**config.mk**
```make
export PLATFORM = sky130hd
export DESIGN_NAME = ryuki_trace_buffer_flat
export DESIGN_NICKNAME = d
export VERILOG_FILES = /design/src/rtl/ryuki_trace_buffer_if.sv /design/src/rtl/ryuki_trace_buffer.sv /design/src/flat_wrapper.sv
export SDC_FILE = /design/constraint.sdc
export NUM_CORES = 1
export LEC_CHECK = 0
export CORE_MARGIN = 5
export CORE_UTILIZATION = 31
export DETAILED_ROUTE_END_ITERATION = 8
export GPL_TIMING_DRIVEN = 0
export SLEW_MARGIN = 10
export SYNTH_ARGS = -nofsm -noshare
export SYNTH_HDL_FRONTEND = slang
export SYNTH_SLANG_ARGS = --single-unit
```
**constraint.sdc**
```tcl
create_clock -name clk -period 2.8 [get_ports clk]
set_input_delay 0.28 -clock clk [delete_from_list [all_inputs] [get_ports clk]]
set_output_delay 0.28 -clock clk [all_outputs]
set_load 0.02 [all_outputs]
```
**src/rtl/ryuki_trace_buffer_if.sv**
```systemverilog
// Bundles the producer strobe, consumer handshake and status signals
// of the trace buffer.
// master: the side that feeds records and drains them (trace_unit plus consumer).
// slave: the buffer itself.
interface ryuki_trace_buffer_if #(
  parameter int DEPTH   = 16,
  parameter int DROP_W  = 16,
  parameter int TRACE_W = 32
);
  logic                     flush;
  logic                     trace_ready;
  logic [TRACE_W-1:0]       trace;
  logic                     out_valid;
  logic                     out_ready;
  logic [TRACE_W-1:0]       out_data;
  logic [$clog2(DEPTH):0]   level;
  logic                     full;
  logic                     overflow;
  logic [DROP_W-1:0]        drop_count;

  modport master (
    output flush, trace_ready, trace, out_ready,
    input  out_valid, out_data, level, full, overflow, drop_count
  );

  modport slave (
    input  flush, trace_ready, trace, out_ready,
    output out_valid, out_data, level, full, overflow, drop_count
  );
endinterface

```
**src/rtl/ryuki_trace_buffer.sv**
```systemverilog
// Elastic FIFO behind trace_unit. The producer can never be stalled, so
// records arriving while full are dropped and counted instead. The head
// record is presented first-word fall-through on a valid/ready handshake.
// TRACE_W is the width of one trace_output record.
module ryuki_trace_buffer #(
  parameter int DEPTH   = 16,
  parameter int DROP_W  = 16,
  parameter int TRACE_W = 32
) (
  input  logic                 clk,
  input  logic                 rst,
  ryuki_trace_buffer_if.slave  bus
);
  localparam int PTR_W = $clog2(DEPTH);
  localparam int LVL_W = PTR_W + 1;

  logic [TRACE_W-1:0] mem [DEPTH];
  logic [PTR_W-1:0]   wr_ptr;
  logic [PTR_W-1:0]   rd_ptr;
  logic [LVL_W-1:0]   level;
  logic [DROP_W-1:0]  drop_count;
  logic               overflow;

  logic full;
  logic pop;
  logic push_ok;
  logic drop;

  // A pop frees a slot in the same cycle, so a push into a full buffer
  // still succeeds when the consumer is draining.
  assign full    = (level == LVL_W'(DEPTH));
  assign pop     = (level != '0) && bus.out_ready;
  assign push_ok = bus.trace_ready && (!full || pop);
  assign drop    = bus.trace_ready && full && !pop;

  // Record storage is deliberately not reset; level alone says what is valid.
  always_ff @(posedge clk) begin
    if (push_ok && !bus.flush) begin
      mem[wr_ptr] <= bus.trace;
    end
  end

  // Pointers wrap naturally because DEPTH is a power of two; occupancy is
  // tracked separately so full and empty are unambiguous.
  always_ff @(posedge clk or posedge rst) begin
    if (rst) begin
      wr_ptr <= '0;
      rd_ptr <= '0;
      level  <= '0;
    end else if (bus.flush) begin
      wr_ptr <= '0;
      rd_ptr <= '0;
      level  <= '0;
    end else begin
      if (push_ok) begin
        wr_ptr <= wr_ptr + PTR_W'(1);
      end
      if (pop) begin
        rd_ptr <= rd_ptr + PTR_W'(1);
      end
      if (push_ok && !pop) begin
        level <= level + LVL_W'(1);
      end else if (pop && !push_ok) begin
        level <= level - LVL_W'(1);
      end
    end
  end

  // Saturating drop counter and sticky overflow flag; a flush clears both
  // and the record offered during a flush is not treated as a drop.
  always_ff @(posedge clk or posedge rst) begin
    if (rst) begin
      drop_count <= '0;
      overflow   <= 1'b0;
    end else if (bus.flush) begin
      drop_count <= '0;
      overflow   <= 1'b0;
    end else if (drop) begin
      overflow <= 1'b1;
      if (drop_count != '1) begin
        drop_count <= drop_count + DROP_W'(1);
      end
    end
  end

  assign bus.out_valid  = (level != '0);
  assign bus.out_data   = mem[rd_ptr];
  assign bus.level      = level;
  assign bus.full       = full;
  assign bus.overflow   = overflow;
  assign bus.drop_count = drop_count;
endmodule

```
**src/flat_wrapper.sv**
```systemverilog
// flat-port wrapper written by rule: the top's interface ports become plain ports
module ryuki_trace_buffer_flat 
#(
  parameter int DEPTH   = 16,
  parameter int DROP_W  = 16,
  parameter int TRACE_W = 32
)
  (clk, rst, bus_flush, bus_trace_ready, bus_trace, bus_out_ready, bus_out_valid, bus_out_data, bus_level, bus_full, bus_overflow, bus_drop_count);
  ryuki_trace_buffer_if #(.DEPTH(DEPTH), .DROP_W(DROP_W), .TRACE_W(TRACE_W)) bus_i ();
  input  logic clk;
  input  logic rst;
  input wire logic [$bits(bus_i.flush)-1:0] bus_flush;
  input wire logic [$bits(bus_i.trace_ready)-1:0] bus_trace_ready;
  input wire logic [$bits(bus_i.trace)-1:0] bus_trace;
  input wire logic [$bits(bus_i.out_ready)-1:0] bus_out_ready;
  output wire logic [$bits(bus_i.out_valid)-1:0] bus_out_valid;
  output wire logic [$bits(bus_i.out_data)-1:0] bus_out_data;
  output wire logic [$bits(bus_i.level)-1:0] bus_level;
  output wire logic [$bits(bus_i.full)-1:0] bus_full;
  output wire logic [$bits(bus_i.overflow)-1:0] bus_overflow;
  output wire logic [$bits(bus_i.drop_count)-1:0] bus_drop_count;
  assign bus_i.flush = bus_flush;
  assign bus_i.trace_ready = bus_trace_ready;
  assign bus_i.trace = bus_trace;
  assign bus_i.out_ready = bus_out_ready;
  assign bus_out_valid = bus_i.out_valid;
  assign bus_out_data = bus_i.out_data;
  assign bus_level = bus_i.level;
  assign bus_full = bus_i.full;
  assign bus_overflow = bus_i.overflow;
  assign bus_drop_count = bus_i.drop_count;
  ryuki_trace_buffer #(.DEPTH(DEPTH), .DROP_W(DROP_W), .TRACE_W(TRACE_W)) u_core (.clk(clk), .rst(rst), .bus(bus_i));
endmodule
```
==> results.toml <==
[routing]
drtAntennaViolNets = 0
firstDrtPassIters = 6
routedWlPerCell_um = 24.3
drc_errors = 0
wl_mm = 48.9
num_vias = 10100
viasPerCell = 5.01
drtIter0Drc = 838

[layout]
layout-drive-gt1-share_pct = 31.9
finalNetCount = 1148
area_growth_pct = 22.3
ff_latch_area_um2 = 16100
fillers = 6022
layout_commonest_cell = "edfxtp_1"
layout_common_cells = "edfxtp_1, mux4_2, clkbuf_16, clkdlybuf4s50_1, clkbuf_1"
multi_input_area_um2 = 4900

[clock_network]
cts_hold_buf = 0
htreeDepth = 2
clk_pin_slew_ns = 0.06
clockRootBuffer = "clkbuf_16"
insertion_delay_ns = 0.61
cts_tree = "yes"
cts_num_sinks = 542
clockBufferDepth = 3
cts_made_buffers = 53

[placed_design]
pre_cts_ws_ns = -1.31
hpwl_mm = 31.1
gp_congestion = 0.791
io_buffers = 91

[outcome]
violations = "negative setup slack"
status = "finished with violations"

[floorplan]
die-width_um = 271
core_um2 = 67300
num_io_pins = 93
rows = 95
die_height_um = 271
initial_utilization_pct = 31.3
dieArea_um2 = 73300

[timing]
layout_min_cycle_time_ns = 3.03
slew_violations = 0
setup_viol = 32
maxSlewHeadroom_pct = 26.2
hold_violations = 0
fin_crit_sh_pct = 108
timing_worst_slew_pin_value_ns = 1.10
hold_slack_ns = 0.0942
rsz0062_at_grt = "true"
fmax_mhz = 330
skew_ns = 0.0147
worst_slack_ns = -0.232

[global_route]
grt_pass1_vias = 10700
antenna_found_initial = 2
grt.overflow.total = 0
grt_max_degree = 31
grt_pass1_wl_mm = 73.0
track_usage_pct = 13.3

[pwr]
total_leakage_power_nw = 7.94
power.internal_mw = 15.4
pwr-share-clk_pct = 34.1
powerDensity_nw_per_um2 = 798
p_switching_mw = 5.19
swShare_pct = 25.3
peakVddDrop_mv = 0.411
pwr-share-comb_pct = 21.5
seqPwrFrac_pct = 44.4
total_power_mw = 20.5

[logic_synthesis]
synth.avg_cell_area_um2 = 22.6
ys_warn_count = 0
synth_ff_type = "edfxtp_1"
async_flop_share_pct = 5.54
synth_cell_types = 44
synth_area_um2 = 21100
syn_nets = 979
synth_edf_count = 512
synth_cells = 931
ys_seq_elements = 542
ys_seq_area_share_pct = 76.6

[min_path]
hold_class = "input pin to async pin"

[critical_path]
path_max_fanout = 10
worstPathArrival_ns = 2.75
path_class = "flip-flop to output port"
rrSetupSlack_ns = 0.14
r2r_start = "u_core.bus.level[3]"
r2r_cells = 7
crit_path_start_kind = "flip-flop"
cp.required_ns = 2.52
r2r-end = "u_core.mem[12][11]"
end_kind = "output port"

[run]
max_cap_violations = 0
## critical path, stage by stage, from the launching register on
cell       delay (ns)
dfrtp_2          0.49
clkbuf_16        0.23
buf_16           0.17
mux4_2           0.51
mux4_2           0.57
buf_6            0.17
## power by group through the flow
stage                     Combinational (mW)  Sequential [mW]  Clock (mW)
final                                   4.41             9.13        7.01
after global routing                    4.71             9.14        7.49
after CTS                               4.35             9.10        7.15
after detailed placement                4.08             9.25           0
after global placement                  4.00             9.25           0
after floorplan                         2.56             9.26           0
## how the worst max path moves through the flow
| stage | end | cells past startpoint | start | slack [ns] |
|---|---|---|---|---|
| 5_1_grt | bus_out_data[26] | 5 | u_core.rd_ptr[0] | -0.28 |
| 3_5_place_dp | bus_out_data[27] | 6 | u_core.rd_ptr[0] | -1.31 |
| 4_1_cts | bus_out_data[24] | 5 | u_core.rd_ptr[0] | -0.30 |
| 3_3_place_gp | u_core.mem[12][11] | 6 | bus_out_ready | -2.74 |
| 2_1_floorplan | u_core.mem[0][0] | 6 | u_core.bus.level[0] | -0.32 |
| 6_report | bus_out_data[27] | 5 | u_core.rd_ptr[0] | -0.23 |
## metal layers
layer	track usage, %	share of wire [%]
met2	24.0	53
met1	16.6	41
met3	2.11	3.8
met4	3.60	2.1
met5	0	0
## synth_stat cells (all sizes together), types with 2 or more instances
cell type  number  share of area (%)
o211ai          2              0.071
xor2            4               0.17
nor2b           2              0.059
nand3          14               0.33
and3            2              0.059
a21oi          20               0.48
o41ai           2              0.083
buf            17               0.34
clkbuf         33               0.59
o31ai          10               0.36
or4            12               0.45
o21ai           6               0.14
nor3            2              0.048
nand4           7               0.21
dfrtp          30                3.6
mux2i           2              0.095
mux2            5               0.27
nand2          16               0.29
xnor2           3               0.12
nor2           30               0.53
or3             5               0.15
mux4          160                 17
nand3b          2              0.071
nor4            2              0.059
nand2b          3              0.089
ha             10               0.59
and4            2              0.083
edfxtp        512                 73
inv             5              0.089
## logic make-up after synthesis
family	count (synthesis)	share of synthesized area (%)
flops	542	76.6
mux	167	17.5
simple gates	104	2.63
buf+inv	55	1.02
compound gates	45	1.34
fa+ha+maj	11	0.689
xor+xnor	7	0.291
## metrics by stage
| stage | util [%] | setup TNS [ns] | area (um2) | instances |
|---|---|---|---|---|
| final | 38.3 | -5.74 | 25800 | 2016 |
| after global routing | 38.3 | -7.67 | 25800 | 2015 |
| after CTS | 38.0 | -7.22 | 25600 | 2012 |
| after detailed placement | 35.2 | -159.39 | 23700 | 1915 |
| after global placement | 34.3 | -1242.62 | 23100 | 1895 |
| after floorplan | - | -140.63 | 21100 | 931 |
## final cells by class
class	instances	share of cell area (%)
antenna	2	0.0194
clock inverter	25	1.12
multi-input combinational	334	19.0
sequential	542	62.6
inverter	5	0.0729
clock buffer	71	5.41
tap	873	4.24
buffer	46	2.00
timing repair buffer	118	5.52
## sequential cells by signal, indices dropped and copies added (netlist names)
name	cells
u_core.bus.overflow	1
u_core.rd_ptr	4
u_core.wr_ptr	4
u_core.bus.drop_count	16
u_core.mem	512
u_core.bus.level	5
## repair_timing
item	in CTS	in global routing
endpoints found under the setup margin	258	95
gates resized for setup	295	32
cloned	1	2
setup buffers	3	1
endpoints found under the hold margin	0	0
pin swaps	2	1
(Power assumes the default switching activity.)
